File: src/rtl/fifo_arb_pkg.sv
// Shared types and helpers for the FIFO write-side arbiter.
//   arb_state_e : arbiter state (IDLE between bursts, BURST while a grant is owned)
//   TRUNC_SAT   : saturation value of the truncation counter
//   gid_bits    : width of a requester index for a given requester count
//   gray2bin    : Gray-to-binary conversion of the low 'width' bits of a pointer
package fifo_arb_pkg;

    typedef enum logic {
        IDLE  = 1'b0,
        BURST = 1'b1
    } arb_state_e;

    localparam logic [7:0] TRUNC_SAT = 8'hFF;

    function automatic int unsigned gid_bits(input int unsigned n);
        if (n <= 1) begin
            return 1;
        end
        return $clog2(n);
    endfunction

    // Each binary bit is the XOR of all Gray bits at or above it, so XOR-ing
    // every right shift of the masked pointer yields the binary value.
    function automatic logic [31:0] gray2bin(input logic [31:0] gray, input int unsigned width);
        logic [31:0] mask;
        logic [31:0] g;
        logic [31:0] bin;
        mask = (width >= 32) ? 32'hFFFF_FFFF : ((32'h1 << width) - 32'h1);
        g    = gray & mask;
        bin  = g;
        for (int i = 1; i < 32; i++) begin
            bin = bin ^ (g >> i);
        end
        return bin;
    endfunction

endpackage

File: src/rtl/fifo_wr_arbiter_if.sv
// Requester and FIFO write-port bundle of the write-side arbiter.
//   req_valid/req_last/req_data : per-requester beat stream (data packed, requester i at [i*DAT_BIT +: DAT_BIT])
//   req_ready                   : per-requester beat accept
//   fifo_wptr_gray              : FIFO write pointer, Gray-coded
//   fifo_sync_rptr_gray         : read pointer synchronised into the write domain, Gray-coded
//   fifo_full                   : FIFO full flag
//   fifo_wr_en/fifo_wr_data     : FIFO write strobe and data
// master: requesters plus FIFO side; slave: the arbiter.
interface fifo_wr_arbiter_if #(
    parameter int N_REQ   = 4,
    parameter int ADR_BIT = 4,
    parameter int PTR_BIT = ADR_BIT + 1,
    parameter int DAT_BIT = 32
);
    logic [N_REQ-1:0]         req_valid;
    logic [N_REQ-1:0]         req_last;
    logic [N_REQ*DAT_BIT-1:0] req_data;
    logic [N_REQ-1:0]         req_ready;
    logic [PTR_BIT-1:0]       fifo_wptr_gray;
    logic [PTR_BIT-1:0]       fifo_sync_rptr_gray;
    logic                     fifo_full;
    logic                     fifo_wr_en;
    logic [DAT_BIT-1:0]       fifo_wr_data;

    modport master (
        output req_valid, req_last, req_data,
        output fifo_wptr_gray, fifo_sync_rptr_gray, fifo_full,
        input  req_ready, fifo_wr_en, fifo_wr_data
    );

    modport slave (
        input  req_valid, req_last, req_data,
        input  fifo_wptr_gray, fifo_sync_rptr_gray, fifo_full,
        output req_ready, fifo_wr_en, fifo_wr_data
    );
endinterface

File: src/rtl/fifo_wr_arbiter_rr_picker.sv
// Combinational round-robin picker.
//   req   : request vector
//   last  : index of the previous owner; the search starts just after it
//   found : at least one request is set
//   sel   : first requesting index found from last+1, wrapping modulo N_REQ
module rr_picker #(
    parameter int N_REQ   = 4,
    parameter int GID_BIT = 2
) (
    input  logic [N_REQ-1:0]   req,
    input  logic [GID_BIT-1:0] last,
    output logic               found,
    output logic [GID_BIT-1:0] sel
);
    logic [GID_BIT-1:0] idx;

    always_comb begin
        found = 1'b0;
        sel   = '0;
        idx   = '0;
        for (int k = 1; k <= N_REQ; k++) begin
            idx = GID_BIT'((int'(last) + k) % N_REQ);
            if (!found && req[idx]) begin
                found = 1'b1;
                sel   = idx;
            end
        end
    end
endmodule

File: src/rtl/fifo_wr_arbiter.sv
// Write-side controller for the async FIFO: shares the single write port among
// N_REQ requesters with round-robin arbitration and burst locking, derives the
// fill level and almost-full flag from the write-domain Gray pointers.
//   wr_clk, wr_rst_n : write clock, asynchronous active-low reset
//   bus              : requester streams and FIFO write port (slave modport)
//   grant_id         : current owner index
//   busy             : a burst is owned
//   afull            : registered almost-full flag (gates new grants only)
//   level            : registered fill level
//   trunc_cnt        : saturating count of bursts cut at MAX_BURST
module fifo_wr_arbiter
    import fifo_arb_pkg::*;
#(
    parameter int N_REQ     = 4,
    parameter int ADR_BIT   = 4,
    parameter int PTR_BIT   = ADR_BIT + 1,
    parameter int DAT_BIT   = 32,
    parameter int MAX_BURST = 8,
    parameter int AFULL_LVL = 12,
    localparam int GID_BIT  = gid_bits(N_REQ)
) (
    input  logic                wr_clk,
    input  logic                wr_rst_n,
    fifo_wr_arbiter_if.slave    bus,
    output logic [GID_BIT-1:0]  grant_id,
    output logic                busy,
    output logic                afull,
    output logic [PTR_BIT-1:0]  level,
    output logic [7:0]          trunc_cnt
);
    arb_state_e         state;
    arb_state_e         state_nxt;
    logic [GID_BIT-1:0] last_owner;
    logic [GID_BIT-1:0] pick_id;
    logic               pick_found;
    logic [7:0]         beat_cnt;
    logic               grant_now;
    logic               beat;
    logic               owner_last;
    logic               cnt_at_max;
    logic               burst_end;
    logic               trunc_hit;
    logic [PTR_BIT-1:0] level_nxt;
    logic               afull_nxt;
    logic [DAT_BIT-1:0] req_words [N_REQ];

    for (genvar g = 0; g < N_REQ; g++) begin : g_unpack
        assign req_words[g] = bus.req_data[g*DAT_BIT +: DAT_BIT];
    end

    rr_picker #(
        .N_REQ   (N_REQ),
        .GID_BIT (GID_BIT)
    ) u_picker (
        .req   (bus.req_valid),
        .last  (last_owner),
        .found (pick_found),
        .sel   (pick_id)
    );

    assign grant_now  = (state == IDLE) && pick_found && !afull;
    assign beat       = (state == BURST) && bus.req_valid[grant_id] && !bus.fifo_full;
    assign owner_last = bus.req_last[grant_id];
    assign cnt_at_max = (beat_cnt == 8'(MAX_BURST - 1));
    assign burst_end  = beat && (owner_last || cnt_at_max);
    // A beat that carries req_last is a normal end even when it also reaches MAX_BURST.
    assign trunc_hit  = beat && !owner_last && cnt_at_max;

    // Fill level: modulo subtraction of the binary pointers handles wrap naturally.
    assign level_nxt = PTR_BIT'(gray2bin(32'(bus.fifo_wptr_gray), PTR_BIT)
                              - gray2bin(32'(bus.fifo_sync_rptr_gray), PTR_BIT));
    assign afull_nxt = (int'(level_nxt) >= AFULL_LVL);

    always_ff @(posedge wr_clk or negedge wr_rst_n) begin
        if (!wr_rst_n) begin
            state <= IDLE;
        end else begin
            state <= state_nxt;
        end
    end

    always_comb begin
        state_nxt = state;
        case (state)
            IDLE:    if (grant_now) state_nxt = BURST;
            BURST:   if (burst_end) state_nxt = IDLE;
            default: state_nxt = IDLE;
        endcase
    end

    always_comb begin
        bus.req_ready    = '0;
        busy             = 1'b0;
        if (state == BURST) begin
            busy                    = 1'b1;
            bus.req_ready[grant_id] = !bus.fifo_full;
        end
        bus.fifo_wr_en   = beat;
        bus.fifo_wr_data = beat ? req_words[grant_id] : '0;
    end

    // Grant bookkeeping; the search for the next grant starts after the last owner.
    always_ff @(posedge wr_clk or negedge wr_rst_n) begin
        if (!wr_rst_n) begin
            grant_id   <= '0;
            last_owner <= GID_BIT'(N_REQ - 1);
            beat_cnt   <= '0;
            trunc_cnt  <= '0;
        end else begin
            if (grant_now) begin
                grant_id <= pick_id;
                beat_cnt <= '0;
            end else if (beat) begin
                beat_cnt <= beat_cnt + 8'd1;
            end
            if (burst_end) begin
                last_owner <= grant_id;
            end
            if (trunc_hit && (trunc_cnt != TRUNC_SAT)) begin
                trunc_cnt <= trunc_cnt + 8'd1;
            end
        end
    end

    // Level and almost-full register together, one cycle behind the pointers.
    always_ff @(posedge wr_clk or negedge wr_rst_n) begin
        if (!wr_rst_n) begin
            level <= '0;
            afull <= 1'b0;
        end else begin
            level <= level_nxt;
            afull <= afull_nxt;
        end
    end
endmodule

File: src/flat_wrapper.sv
// flat-port wrapper written by rule: the top's interface ports become plain ports
module fifo_wr_arbiter_flat import fifo_arb_pkg::*;
#(
    parameter int N_REQ     = 4,
    parameter int ADR_BIT   = 4,
    parameter int PTR_BIT   = ADR_BIT + 1,
    parameter int DAT_BIT   = 32,
    parameter int MAX_BURST = 8,
    parameter int AFULL_LVL = 12,
    localparam int GID_BIT  = gid_bits(N_REQ)
)
  (wr_clk, wr_rst_n, grant_id, busy, afull, level, trunc_cnt, bus_req_valid, bus_req_last, bus_req_data, bus_fifo_wptr_gray, bus_fifo_sync_rptr_gray, bus_fifo_full, bus_req_ready, bus_fifo_wr_en, bus_fifo_wr_data);
  fifo_wr_arbiter_if #(.N_REQ(N_REQ), .ADR_BIT(ADR_BIT), .PTR_BIT(PTR_BIT), .DAT_BIT(DAT_BIT)) bus_i ();
  input  logic wr_clk;
  input  logic wr_rst_n;
  output logic [GID_BIT-1:0] grant_id;
  output logic busy;
  output logic afull;
  output logic [PTR_BIT-1:0] level;
  output logic [7:0] trunc_cnt;
  input wire logic [$bits(bus_i.req_valid)-1:0] bus_req_valid;
  input wire logic [$bits(bus_i.req_last)-1:0] bus_req_last;
  input wire logic [$bits(bus_i.req_data)-1:0] bus_req_data;
  input wire logic [$bits(bus_i.fifo_wptr_gray)-1:0] bus_fifo_wptr_gray;
  input wire logic [$bits(bus_i.fifo_sync_rptr_gray)-1:0] bus_fifo_sync_rptr_gray;
  input wire logic [$bits(bus_i.fifo_full)-1:0] bus_fifo_full;
  output wire logic [$bits(bus_i.req_ready)-1:0] bus_req_ready;
  output wire logic [$bits(bus_i.fifo_wr_en)-1:0] bus_fifo_wr_en;
  output wire logic [$bits(bus_i.fifo_wr_data)-1:0] bus_fifo_wr_data;
  assign bus_i.req_valid = bus_req_valid;
  assign bus_i.req_last = bus_req_last;
  assign bus_i.req_data = bus_req_data;
  assign bus_i.fifo_wptr_gray = bus_fifo_wptr_gray;
  assign bus_i.fifo_sync_rptr_gray = bus_fifo_sync_rptr_gray;
  assign bus_i.fifo_full = bus_fifo_full;
  assign bus_req_ready = bus_i.req_ready;
  assign bus_fifo_wr_en = bus_i.fifo_wr_en;
  assign bus_fifo_wr_data = bus_i.fifo_wr_data;
  fifo_wr_arbiter #(.N_REQ(N_REQ), .ADR_BIT(ADR_BIT), .PTR_BIT(PTR_BIT), .DAT_BIT(DAT_BIT), .MAX_BURST(MAX_BURST), .AFULL_LVL(AFULL_LVL)) u_core (.wr_clk(wr_clk), .wr_rst_n(wr_rst_n), .bus(bus_i), .grant_id(grant_id), .busy(busy), .afull(afull), .level(level), .trunc_cnt(trunc_cnt));
endmodule
File: config.mk
export PLATFORM = sky130hd
export DESIGN_NAME = fifo_wr_arbiter_flat
export DESIGN_NICKNAME = d
export VERILOG_FILES = /design/src/rtl/fifo_arb_pkg.sv /design/src/rtl/fifo_wr_arbiter_if.sv /design/src/rtl/fifo_wr_arbiter_rr_picker.sv /design/src/rtl/fifo_wr_arbiter.sv /design/src/flat_wrapper.sv
export SDC_FILE = /design/constraint.sdc
export NUM_CORES = 1
export LEC_CHECK = 0
export CORE_ASPECT_RATIO = 1.1
export CORE_MARGIN = 2
export CORE_UTILIZATION = 31
export CTS_CLUSTER_DIAMETER = 100
export DETAILED_ROUTE_END_ITERATION = 10
export GPL_ROUTABILITY_DRIVEN = 1
export HOLD_SLACK_MARGIN = 0.02
export PLACE_DENSITY = 0.83
export RECOVER_POWER = 50
export SYNTH_ARGS = -nofsm -noshare
export SYNTH_HDL_FRONTEND = slang
export SYNTH_HIERARCHICAL = 1
export SYNTH_SLANG_ARGS = --single-unit
export TNS_END_PERCENT = 1
File: constraint.sdc
create_clock -name wr_clk -period 2.05 [get_ports wr_clk]
set_input_delay 0.41 -clock wr_clk [delete_from_list [all_inputs] [get_ports wr_clk]]
set_output_delay 0.41 -clock wr_clk [all_outputs]
set_load 0.02 [all_outputs]
* Yosys cells after proc, flatten, opt, wreduce, memory -nomap -nowiden *
Cells that the tools add are included.

operators by class
  $add $sub $neg = 7
  multipliers = 0
  divide/modulo/power cells = 0
  $lt $le $gt $ge = 8
  eq/ne operators = 2
  shift-type cells = 0
  muxes and demuxes = 33
  bitwise operators = 11
  reduce and logical (&&, ||, !) cells = 20

operator list
  cell                   number
  $mux W32               3
  $bmux W32 S2           1
  $add A8 B1 Y8 const B  2
  $mux W8                2
  $lt A2 B3 Y1 const B   5
  $mux W1                14
  $bmux W1 S2            6
  $logic_and A1 B1 Y1    12
  $xor A5 B1 Y5          2
  $xor A5 B2 Y5          2
  $xor A5 B3 Y5          2
  $xor A5 B4 Y5          2
  $eq A8 B3 Y1 const B   1
  $mux W2                4
  $ne A8 B8 Y1 const B   1
  $logic_not A1 Y1       6
  $ge A5 B4 Y1 const B   1
  $sub A5 B5 Y5          1
  $add A2 B1 Y2 const B  2
  $add A2 B2 Y2 const B  2
  $and A4 B4 Y4          1
  $mux W4                1
  $ge A3 B3 Y1 const B   1
  $not A2 Y3             1
  other kinds (6)        6

word-level totals
  flip-flop bits (word level) = 27
  bits in latches = 0
  RAM bits = 0
  memory bits (read-only) = 0
  input bits = 149
  logic and storage cells = 88
  memories kept = 0

* Logic depth before layout (Yosys ltp) *
Gate-level depths: netlist of run 1.

  depth in word-level cells = 17
  mapped depth = 11
  gate-level depth less buffers = 11

* Cells and area by module *
The synthesis of run 1 kept the hierarchy.

by module, submodules not included
  module           instances  cells each  area an instance (um^2)
  fifo_wr_arbiter  1          214         2517.4
  rr_picker        1          14          91.3

* Least setup slack after synthesis of run 1 *
No wires, ideal clock.

  path kind = input to register
  start point = input bus_fifo_wptr_gray[4]
  end point = register u_core.afull
  library setup time = 0.120 ns
  arrival time = 2.555 ns
  required time = 1.930 ns
  path slack = -0.625 ns
  cell stages on the path = 11
  buffers on the path = 0
  cell sequence = xor2_1 xor2_1 xor2_1 xnor2_1 ha_1 inv_1 fa_1 a21o_1 a21oi_1 xnor2_1 a31o_2

between the ends
  word-level cells in the longest chain between the ends = 6

ends and longest elaborated chain
  item                     RTL line                RTL
  start: declaration       flat_wrapper.sv:24      input wire logic [$bits(bus_i.fifo_wptr_gray)-1:0] bus_fifo_wptr_gray;
  $xor A5 B4 Y5            fifo_arb_pkg.sv:32      bin = bin ^ (g >> i);
  $xor A5 B3 Y5            fifo_arb_pkg.sv:32
  $xor A5 B2 Y5            fifo_arb_pkg.sv:32
  $xor A5 B1 Y5 *          fifo_arb_pkg.sv:32
  $sub A5 B5 Y5 *          fifo_wr_arbiter.sv:71   - gray2bin(32'(bus.fifo_sync_rptr_gray), PTR_BIT));
  via u_core.level_nxt[4]  fifo_wr_arbiter.sv:43   logic [PTR_BIT-1:0] level_nxt;
  $ge A5 B4 Y1 *           fifo_wr_arbiter.sv:72   assign afull_nxt = (int'(level_nxt) >= AFULL_LVL);
  via u_core.afull_nxt     fifo_wr_arbiter.sv:44   logic afull_nxt;
  end signal: assignment   fifo_wr_arbiter.sv:132  afull <= afull_nxt;
  end: declaration         fifo_wr_arbiter.sv:27   output logic afull,

Mark *: on every way through the listed nets, which the timed path passes. The rest lies on a longest branch.
A chain may end at the register's enable or synchronous reset.

* Worst setup path in the final report of run 1 *
Same ends and word-level chain as after synthesis.

==> results.md, run 1 <==
* Pre-antenna DRT Iters at 4
* Final Max Slew Viols at 0
* Worst flop-to-flop path startpoint: u_core/grant_id[0]
* Logic gate share of total power at 0.781
* DRC viols at 0
* Iteration-0 DRC Markers at 21
* Worst-Skew Late Latency at 0.26 ns
* Area leader, netlist: mux4_2
* Met3 GRT Util at 0.0413
* CTS tree: built
* Hpwl dp at 8150 microns
* GR Util met1 at 0.254
* Crit path kind: in -> reg
* First-pass GRT wire length at 16600 microns
* Cell Pwr Density at 932 nW/um^2
* CTS buffer count at 3
* Tmin final at 2.36 ns
* Internal Power at 3110 uW
* Critical path's slowest cell: fa_2
* Reg2Reg Depth at 7
* LEAKAGE at 0.00229 uW
* Slew headroom at 0.548
* Final wirelength at 10400 microns
* Worst Path Required at 2.21 ns
* Mapped Avg Cell Area at 11.4 sq um
* Worst Setup Start Kind: input pin
* P_sw at 1950 uW
* Max Freq at 424 MHz
* Min-delay worst type: reg -> reg
* Seq pwr share at 0.160
* CP max stage delay at 0.34 ns
* Final period util at 1.15
* Vias/cell at 5.08
* Core area at 8280 sq um
* Post-synth cell types at 45
* CTS clock-pin slew for the worst setup and hold paths at 0.09 ns
* Pre-CTS setup slack at -1.10 ns
* Yosys reg bits at 27
* Layout cells sized above 1 at 0.388
* Sequential share of the synthesized area at 0.260
* Filler Cell Count at 588
* Tightest Pin Transition at 0.678 ns
* Area share of the largest cell type after synthesis at 0.294
* Post-synth EDFFs at 0
* Worst-path cell chain: buf_8 -> xor2_4 -> xor2_2 -> xor2_1 -> xnor2_1 -> ha_2 -> inv_2 -> fa_2 -> a21o_1 -> a21oi_2 -> xnor2_1 -> a31o_2
* Hold EP: u_core/trunc_cnt[7]
* Diode count at 0
* R2r setup slk at 0.05 ns
* IO Count at 203
* Cell depth of the worst hold path at 1
* Initial antenna violation count at 0
* Clock Sinks at 27
* Post-synth design cell area at 2610 sq um
* GRT Total Usage at 0.225
* Die height at 100 microns
* Ys flop type: dfrtp_1
* Outcome: finished with violations
* Asr flop ratio synth at 1.00
* Initial Util at 0.315
* Reg area at 679 sq um
* Failing checks: setup timing
* Final Skew at 0.00166 ns
* Cells after Synth at 228
* Rows at 35
* PortBufs at 202
* Switching Fraction at 0.385
* Fin util at 0.656
* Crit path capture type: register
* Setup ws final at -0.306 ns
* Gr busiest metal: met2
* Clock power share at 0.059
* R2R Path End: u_core/trunc_cnt[1]
* DIE WIDTH at 91.5 microns
* Syn_nets at 384
* Hold path start: u_core/trunc_cnt[7]
* Worst vdd ir at 0.667 mV
* RSZ-0062 raised after global routing: yes
* Via Count at 2897
* Largest net degree at the start of global routing at 28
* Combined area of the multi-input logic cells at 2050 sq um
* Bufs and invs on worst path at 2
* Critical path's top delay family: XOR/XNOR gates
* Setup-failing EPs final at 36
* Grt ovf at 0
* Root buffer cell: clkbuf_8
* Post-DR wirelength/cell at 18.3 microns
* Antenna Nets Post-Route at 0
* Max-cap violations at 0
* Clock H-tree levels at 1
* GPL Wtd Cong at 0.890
* Vias in the first global route at 3216
* Yosys warns at 6
* Die ar. at 9170 sq um
* Area Overhead vs Synth at 108%
* GR Util met2 at 0.444
* Hold buffers post-CTS at 0
* CP max FO at 2
* Final hold violation count at 0
* CTS Buffer Depth at 2
* Fin nets at 616
* Crit-path most repeated cell: xnor2_1
* Arrival @ worst endpoint at 2.52 ns
* Synth top area cells: mux4_2 29%, dfrtp_1 24%, and3_1 8.6%, xor2_1 5.4%, ha_1 2.9%
==> worst max-delay path by stage <==
stage	end	from	cells after the start	slack, ns
finish	u_core/afull	bus_fifo_wptr_gray[4]	12	-0.31
global route	u_core/afull	bus_fifo_wptr_gray[4]	12	-0.37
CTS	u_core/afull	bus_fifo_sync_rptr_gray[3]	12	-0.31
detailed placement	u_core/afull	bus_fifo_wptr_gray[4]	12	-1.10
global placement	u_core/afull	bus_fifo_wptr_gray[4]	12	-1.00
floorplan	u_core/afull	bus_fifo_wptr_gray[4]	11	-0.51
==> kinds of logic after synthesis <==
logic type | count (synthesis) | share of synthesized area
adder cells (fa/ha/maj) | 7 | 0.0365
AO/OA/AOI/OAI | 14 | 0.0384
multiplexers | 42 | 0.327
AND/OR/NAND/NOR | 89 | 0.217
buffers and inverters | 26 | 0.0441
XOR/XNOR | 23 | 0.0772
flip-flops | 27 | 0.260
==> power by group through the flow <==
stage | clock [uW] | combinational, uW | sequential, uW
floorplan | 0 | 1850 | 890
global placement | 0 | 3290 | 821
detailed placement | 0 | 3360 | 825
CTS | 305 | 3900 | 813
global route | 324 | 4180 | 835
finish | 297 | 3950 | 810
==> cells in the mapped netlist (all sizes together), types with 2 or more instances <==
master	instances
and3	36
mux4	34
dfrtp	25
xor2	16
clkbuf	12
nor2	12
inv	8
nand2	7
xnor2	7
a21oi	6
buf	6
ha	6
mux2	6
nand3	6
nand2b	5
nor4	5
nand4	4
and2	3
nor3	3
and2b	2
dfstp	2
mux2i	2
==> state kept, by name, indices dropped and copies added, names as in the netlist <==
name               count
u_core/last_owner      2
u_core/afull           1
u_core/grant_id        2
u_core/beat_cnt        8
u_core/level           5
u_core/trunc_cnt       8
u_core/state           1
==> worst register-to-register path: stages, from the launching register on <==
cell,delay [ns]
dfrtp_2,0.41
mux4_2,0.59
buf_6,0.16
buf_8,0.13
buf_6,0.13
nand3b_4,0.10
nor3_2,0.06
mux2_4,0.32
==> layer usage <==
metal,routed length [microns],share of wire
met5,0,0
met2,5670,0.54
met1,3850,0.37
met3,744,0.071
met4,167,0.016
==> placed cells by master, fill, tap and decap left out, drive strengths merged, types with 4 or more instances in the layout <==
cell	instances
nor2	12
nand3	6
inv	8
clkbuf	7
nand4	4
xnor2	7
ha	6
and3	36
mux4	34
buf	81
a21oi	6
clkdlybuf4s50	151
dfrtp	25
nand2b	5
nand2	7
dlygate4sd2	6
nor4	5
xor2	16
mux2	6
==> layout make-up <==
type | instances | share of cell area
flip-flops and latches | 27 | 0.125
repair buffers | 245 | 0.458
inverters | 8 | 0.00553
multi-input cells | 175 | 0.377
well taps | 111 | 0.0256
clock buffers | 4 | 0.00830
==> metrics by stage <==
stage	TNS, ns	hold slack [ns]	std cells	instance area, sq um	total power [uW]
final	-7.91	0.524	570	5430	5060
after CTS	-7.93	0.518	569	5370	5010
after detailed placement	-29.90	0.510	556	5030	4190
after global routing	-10.96	0.545	570	5430	5340
after global placement	-28.70	0.498	556	5030	4110
after floorplan	-6.65	0.114	228	2640	2740
==> what timing repair did <==
item | in CTS | in global routing
endpoints found under the setup margin | 45 | 51
pin swaps | 29 | 12
gates resized for setup | 267 | 18
hold endpoints to repair | 0 | 0
gates cloned | 2 | 0
buffers inserted | 7 | 1
Note: power is estimated with default switching activity, not from simulation.
==> run 2: changes to the inputs <==
--- a/config.mk
+++ b/config.mk
@@ -7,7 +7,7 @@
 export LEC_CHECK = 0
 export CORE_ASPECT_RATIO = 1.1
 export CORE_MARGIN = 2
-export CORE_UTILIZATION = 31
+export CORE_UTILIZATION = 30
 export CTS_CLUSTER_DIAMETER = 100
 export DETAILED_ROUTE_END_ITERATION = 10
 export GPL_ROUTABILITY_DRIVEN = 1
@@ -16,6 +16,4 @@
 export RECOVER_POWER = 50
 export SYNTH_ARGS = -nofsm -noshare
 export SYNTH_HDL_FRONTEND = slang
-export SYNTH_HIERARCHICAL = 1
 export SYNTH_SLANG_ARGS = --single-unit
-export TNS_END_PERCENT = 1
==> run 2 against run 1 <==
Count of clock-buffer cells in the layout shrank 1. Hold slack lost 0.012 ns. Sequential power is 2.6% lower. Synthesized cell count shrank 7.0%. Area after synthesis is 6.2% lower. Maximum frequency increased by 1.9%. Die area fell by 2.9%. The run still ends with setup timing left. Setup slack improved by 0.043 ns. Critical path depth stayed put. Cell area up 1.8%.
==> results.md, run 2 <==
* Outcome: finished with violations
* Failing checks: setup timing
* Filler Cell Count at 564
* PortBufs at 202
* First-pass GRT wire length at 16300 microns
* GPL Wtd Cong at 0.843
* Post-synth EDFFs at 0
* Synth top area cells: mux4_2 30%, dfrtp_1 26%, and2_1 8.2%, xnor2_1 6.1%, ha_1 3.1%
* CTS clock-pin slew for the worst setup and hold paths at 0.10 ns
* Post-synth design cell area at 2450 sq um
* Post-DR wirelength/cell at 18.8 microns
* Max Freq at 432 MHz
* Vias/cell at 4.95
* Ys flop type: dfrtp_1
* Via Count at 2849
* Clock H-tree levels at 1
* Post-synth cell types at 37
* Combined area of the multi-input logic cells at 1940 sq um
* Max-cap violations at 0
* Worst-Skew Late Latency at 0.28 ns
* Asr flop ratio synth at 1.00
* Total power at 5000 uW
* RSZ-0062 raised after global routing: yes
* Mapped Avg Cell Area at 11.5 sq um
* Worst Path Required at 2.22 ns
* Final Skew at 0.00845 ns
* Layout cells sized above 1 at 0.436
* Iteration-0 DRC Markers at 49
* Initial antenna violation count at 5
* Sequential share of the synthesized area at 0.277
* Grt ovf at 0
* Worst Setup Start Kind: input pin
* Pre-antenna DRT Iters at 4
* Yosys reg bits at 27
* Commonest non-fill, non-tap cell in the layout: clkdlybuf4s50_1
* Reg area at 679 sq um
* Initial Util at 0.309
* Fin nets at 623
* Cells after Synth at 212
* Largest net degree at the start of global routing at 28
* Setup_tns at -6.53 ns
* Worst vdd ir at 0.787 mV
* IO Count at 203
* Setup-failing EPs final at 48
* Seq pwr share at 0.158
* Area Overhead vs Synth at 126%
* Tightest Pin Transition at 0.784 ns
* Setup ws final at -0.264 ns
* Rows at 34
* Post-synth top cells: 33 x mux4_2, 32 x and2_1, 25 x dfrtp_1, 17 x xnor2_1, 15 x nor2_1
* Core area at 7910 sq um
* Tmin final at 2.31 ns
* Vias in the first global route at 3051
* Hold buffers post-CTS at 0
* Antenna Nets Post-Route at 0
* DRC viols at 0
* LEAKAGE at 0.00240 uW
* Biggest regs: u_core.beat_cnt x8, u_core.trunc_cnt x8, u_core.level x5
* Clock power share at 0.064
* Internal Power at 3070 uW
* Arrival @ worst endpoint at 2.49 ns
* Cell Pwr Density at 905 nW/um^2
* Die height at 98.7 microns
* Logic gate share of total power at 0.778
* Min-delay worst type: reg -> reg
* Clock Sinks at 27
* Commonest non-fill, non-tap cells in the layout: 152 x clkdlybuf4s50_1, 50 x buf_6, 34 x buf_4
* Hpwl dp at 8040 microns
* P_sw at 1920 uW
* Syn_nets at 368
* Slew headroom at 0.475
* CP max FO at 2
* Most frequent cell after synthesis: mux4_2
* Root buffer cell: clkbuf_8
* Switching Fraction at 0.385
* Crit path kind: in -> reg
* Final hold violation count at 0
* CTS tree: built
* CTS Buffer Depth at 2
* Final Max Slew Viols at 0
* GRT Total Usage at 0.235
* Crit path capture type: register
* Die ar. at 8900 sq um
* Yosys warns at 0
* DIE WIDTH at 90.1 microns
* Area leader, netlist: mux4_2
* CTS buffer count at 3
* Final wirelength at 10800 microns
* Final period util at 1.13
* Area share of the largest cell type after synthesis at 0.304
-- run 2: cell count changes after synthesis, sizes merged, moves of 3 or more --
cell    change
o21ai       +3
and3       -32
nor4        -4
and2       +29
nor2        +3
nand2b      -5
nand3       -5
xor2        -8
clkbuf      -5
xnor2      +10
mux2        -3
-- run 2: final cells by class --
type                            instances  area share
Antenna cell                            2    0.000906
Tap cell                              108      0.0245
Timing Repair inverter                  5      0.0120
Inverter                                7     0.00702
Clock buffer                            3     0.00748
Clock inverter                          1     0.00136
Timing Repair Buffer                  258       0.472
Multi-Input combinational cell        165       0.352
Sequential cell                        27       0.123
-- run 2: final timing paths --
path / from / end / slack, ns / depth (start not counted)
worst max-delay path: bus_fifo_wptr_gray[3] / u_core.afull / -0.26 / 12
worst min-delay path: u_core.trunc_cnt[7] / u_core.trunc_cnt[7] / 0.51 / 1
worst max register to register: u_core.grant_id[0] / u_core.trunc_cnt[1] / -0.11 / 6
worst min register to register: u_core.trunc_cnt[7] / u_core.trunc_cnt[7] / 0.51 / 1
max in group asynchronous: wr_rst_n / u_core.grant_id[0] / 0.88 / 2
min in group asynchronous: wr_rst_n / u_core.trunc_cnt[0] / 0.69 / 2
-- run 2: repair_timing --
action / CTS / global route
resized for setup: 263 / 33
endpoints found under the setup margin: 62 / 59
buffers inserted: 13 / 12
pin swaps: 27 / 27
cloned: 6 / 0
hold endpoints to repair: 0 / 0
-- run 2: cell families (layout without fill, tap and decap cells) --
kind of cell | Yosys count | after routing | share of synthesized area
AO/OA/AOI/OAI | 18 | 18 | 0.0445
adder cells (fa/ha/maj) | 7 | 7 | 0.0389
buffers and inverters | 20 | 274 | 0.0368
other | 0 | 2 | 0
AND/OR/NAND/NOR | 75 | 75 | 0.179
XOR/XNOR | 25 | 25 | 0.0895
multiplexers | 40 | 40 | 0.334
flip-flops | 27 | 27 | 0.277
-- run 2: layer usage --
metal	global-route usage	vias to the layer above	wire length, microns
met2	0.434	138	5680
met1	0.257	1375	3780
li1	-	1300	-
met3	0.0772	28	1020
met5	0	-	57
met4	0.0710	8	289
-- run 2: metrics by stage --
stage               utilization  hold WS (ns)  area [sq um]  worst slack [ns]  std cells
detailed placement        0.626         0.492          4950             -1.06        542
global placement          0.626         0.474          4950            -0.915        542
CTS                       0.674         0.509          5330            -0.245        565
finish                    0.698         0.512          5520            -0.264        576
floorplan                     -         0.114          2620            -0.435        212
global route              0.698         0.529          5520            -0.362        575
-- run 2: critical path: stages --
cell     delay, ns
buf_6         0.10
xor2_4        0.20
xor2_2        0.18
xor2_1        0.24
xnor2_1       0.16
ha_2          0.21
inv_2         0.05
fa_2          0.33
a21o_1        0.17
a21oi_2       0.17
xnor2_2       0.08
a21o_1        0.16
-- run 2: power by group through the flow --
stage	registers, uW	logic, uW	clock network (uW)
4_1_cts	785	3750	321
5_1_grt	804	4120	350
6_report	789	3890	319
3_3_place_gp	780	3250	0
3_5_place_dp	786	3310	0
2_1_floorplan	894	1900	0
==> run 3: changes to the inputs <==
--- a/config.mk
+++ b/config.mk
@@ -13,7 +13,8 @@
 export GPL_ROUTABILITY_DRIVEN = 1
 export HOLD_SLACK_MARGIN = 0.02
 export PLACE_DENSITY = 0.83
-export RECOVER_POWER = 50
+export RECOVER_POWER = 100
+export SKIP_LAST_GASP = 1
 export SYNTH_ARGS = -nofsm -noshare
 export SYNTH_HDL_FRONTEND = slang
 export SYNTH_SLANG_ARGS = --single-unit
==> run 3 against run 2 <==
The run still ends with setup timing left. Cell area fell by 0.36%. Flip-flop and latch count unchanged. Critical path depth did not move. Via count grew 0.18%. Critical path type unchanged. Count of clock-buffer cells in the layout unchanged. Cell count rose by 0.17%. Largest power group unchanged. Clock skew barely moved. Global-route usage is the same. Non-clock buffer count grew 1.
==> results.md, run 3 (same netlist as run 2, synthesis figures left out) <==
* Worst flop-to-flop path startpoint: u_core.grant_id[0]
* Hold EP: u_core.trunc_cnt[7]
* Clock H-tree levels at 1
* Max Freq at 432 MHz
* DIE WIDTH at 90.1 microns
* DRC viols at 0
* Final wirelength at 10800 microns
* Area Overhead vs Synth at 125%
* Worst Setup Start Kind: input pin
* PortBufs at 202
* Post-DR wirelength/cell at 18.7 microns
* CTS tree: built
* Final Max Slew Viols at 0
* Arrival @ worst endpoint at 2.49 ns
* Tmin final at 2.31 ns
* CTS Buffer Depth at 2
* Critical path's slowest cell: fa_2
* Fin nets at 624
* Largest net degree at the start of global routing at 28
* LEAKAGE at 0.00238 uW
* Layout cells sized above 1 at 0.435
* CP max FO at 2
* Worst Path Required at 2.22 ns
* CTS clock-pin slew for the worst setup and hold paths at 0.10 ns
* Commonest non-fill, non-tap cell in the layout: clkdlybuf4s50_1
* Slew headroom at 0.481
* RSZ-0062 raised after global routing: yes
* Die ar. at 8900 sq um
* Setup ws final at -0.263 ns
* Iteration-0 DRC Markers at 36
* Crit-path most repeated cell: a21o_1
* Hold buffers post-CTS at 0
* Initial antenna violation count at 5
* Pre-antenna DRT Iters at 4
* Hpwl dp at 8040 microns
* Max-cap violations at 0
* Grt ovf at 0
* Via Count at 2854
* Antenna Nets Post-Route at 0
* Vias in the first global route at 3049
* GRT Total Usage at 0.235
* Root buffer cell: clkbuf_8
* Hold path start: u_core.trunc_cnt[7]
* Crit path depth at 12
* Setup_tns at -6.49 ns
* Die height at 98.7 microns
* Core area at 7910 sq um
* Setup-failing EPs final at 48
* Commonest non-fill, non-tap cells in the layout: 139 x clkdlybuf4s50_1, 49 x buf_6, 35 x buf_4
* Clock Sinks at 27
* IO Count at 203
* Cell Pwr Density at 897 nW/um^2
* R2r setup slk at -0.10 ns
* CTS buffer count at 3
* Fin util at 0.695
* Vias/cell at 4.95
* First-pass GRT wire length at 16300 microns
* Cell depth of the worst hold path at 1
* CP max stage delay at 0.33 ns
* Crit path capture type: register
* Final hold violation count at 0
* Rows at 34
* Initial Util at 0.309
* Crit path kind: in -> reg
* Biggest regs: u_core.beat_cnt x8, u_core.trunc_cnt x8, u_core.level x5
* GPL Wtd Cong at 0.843
* Worst-Skew Late Latency at 0.28 ns
* Worst-path cell chain: buf_6 -> xor2_4 -> xor2_2 -> xor2_1 -> xnor2_1 -> ha_2 -> inv_2 -> fa_2 -> a21o_1 -> a21oi_2 -> xnor2_2 -> a21o_1
* Final period util at 1.13
* Min-delay worst type: reg -> reg
* Critical path's top delay family: XOR/XNOR gates
* Tightest Pin Transition at 0.775 ns
* Final Skew at 0.00861 ns
* Outcome: finished with violations
* Worst vdd ir at 0.749 mV
* Reg2Reg Depth at 8
* R2R Path End: u_core.trunc_cnt[3]
* Failing checks: setup timing
* Bufs and invs on worst path at 2
[run 3: changes by cell type in the layout (fill, tap and decap cells not counted)]
cell	previous run	this run
dlygate4sd3_1	1	14
buf_6	50	49
clkbuf_1	0	2
nand2_2	2	3
nor3_2	1	2
dlymetal6s2s_1	1	0
nor3_4	2	1
o21ai_1	1	0
nand2_4	1	0
clkdlybuf4s50_1	152	139
buf_4	34	35
o21ai_0	3	4
[run 3: worst max-delay path by stage]
stage,from,end,slack [ns]
floorplan,bus_fifo_wptr_gray[3],u_core.afull,-0.44
global placement,bus_fifo_wptr_gray[4],u_core.afull,-0.92
detailed placement,bus_fifo_wptr_gray[4],u_core.afull,-1.06
CTS,bus_fifo_wptr_gray[4],u_core.afull,-0.24
global route,bus_fifo_sync_rptr_gray[3],u_core.afull,-0.36
finish,bus_fifo_wptr_gray[3],u_core.afull,-0.26
[run 3: power breakdown]
| part | leakage, uW | total (uW) | switching (uW) | internal, uW |
|---|---|---|---|---|
| Clock | 0.0000217 | 319 | 181 | 138 |
| Combinational | 0.00202 | 3830 | 1630 | 2200 |
| Sequential | 0.000344 | 786 | 102 | 684 |
[run 3: worst reg2reg max path, delay by kind of cell (launching register included)]
kind | cells | cell delay (ns)
and+or+nand+nor | 2 | 0.37
xor gates and xnor gates | 1 | 0.13
buffers and inverters | 4 | 0.56
DFF | 1 | 0.42
muxes | 1 | 0.57
[run 3: what timing repair did]
item | 4_1_cts | 5_1_grt
resized for setup | 263 | 29
endpoints found under the setup margin | 62 | 59
cloned | 6 | 0
pin swaps | 25 | 26
buffers inserted | 13 | 12
endpoints found under the hold margin | 0 | 0
[run 3: routing by layer]
layer | GRT usage | part of all wire | vias up
met5 | 0 | 0.0049 | -
met1 | 0.257 | 0.34 | 1362
met2 | 0.433 | 0.52 | 149
met4 | 0.0710 | 0.027 | 8
li1 | - | - | 1305
met3 | 0.0772 | 0.10 | 30
[run 3: final cells by class]
class,count,area [sq um]
multi-input cells,165,1930
fillers,561,2410
repair inverters,5,66.3
flip-flops and latches,27,679
well taps,108,135
diodes,2,5.00
clock buffers,3,41.3
repair buffers,259,2600
clock inverters,1,7.51
inverters,7,38.8
[run 3: metrics by stage]
stage          hold slack (ns)  setup WS (ns)  total power, uW  cell area, sq um  std cells
2_1_floorplan            0.114         -0.435             2790              2620        212
3_3_place_gp             0.474         -0.915             4030              4950        542
3_5_place_dp             0.492          -1.06             4100              4950        542
4_1_cts                  0.509         -0.245             4860              5330        565
5_1_grt                  0.524         -0.362             5210              5500        576
6_report                 0.506         -0.263             4940              5500        577
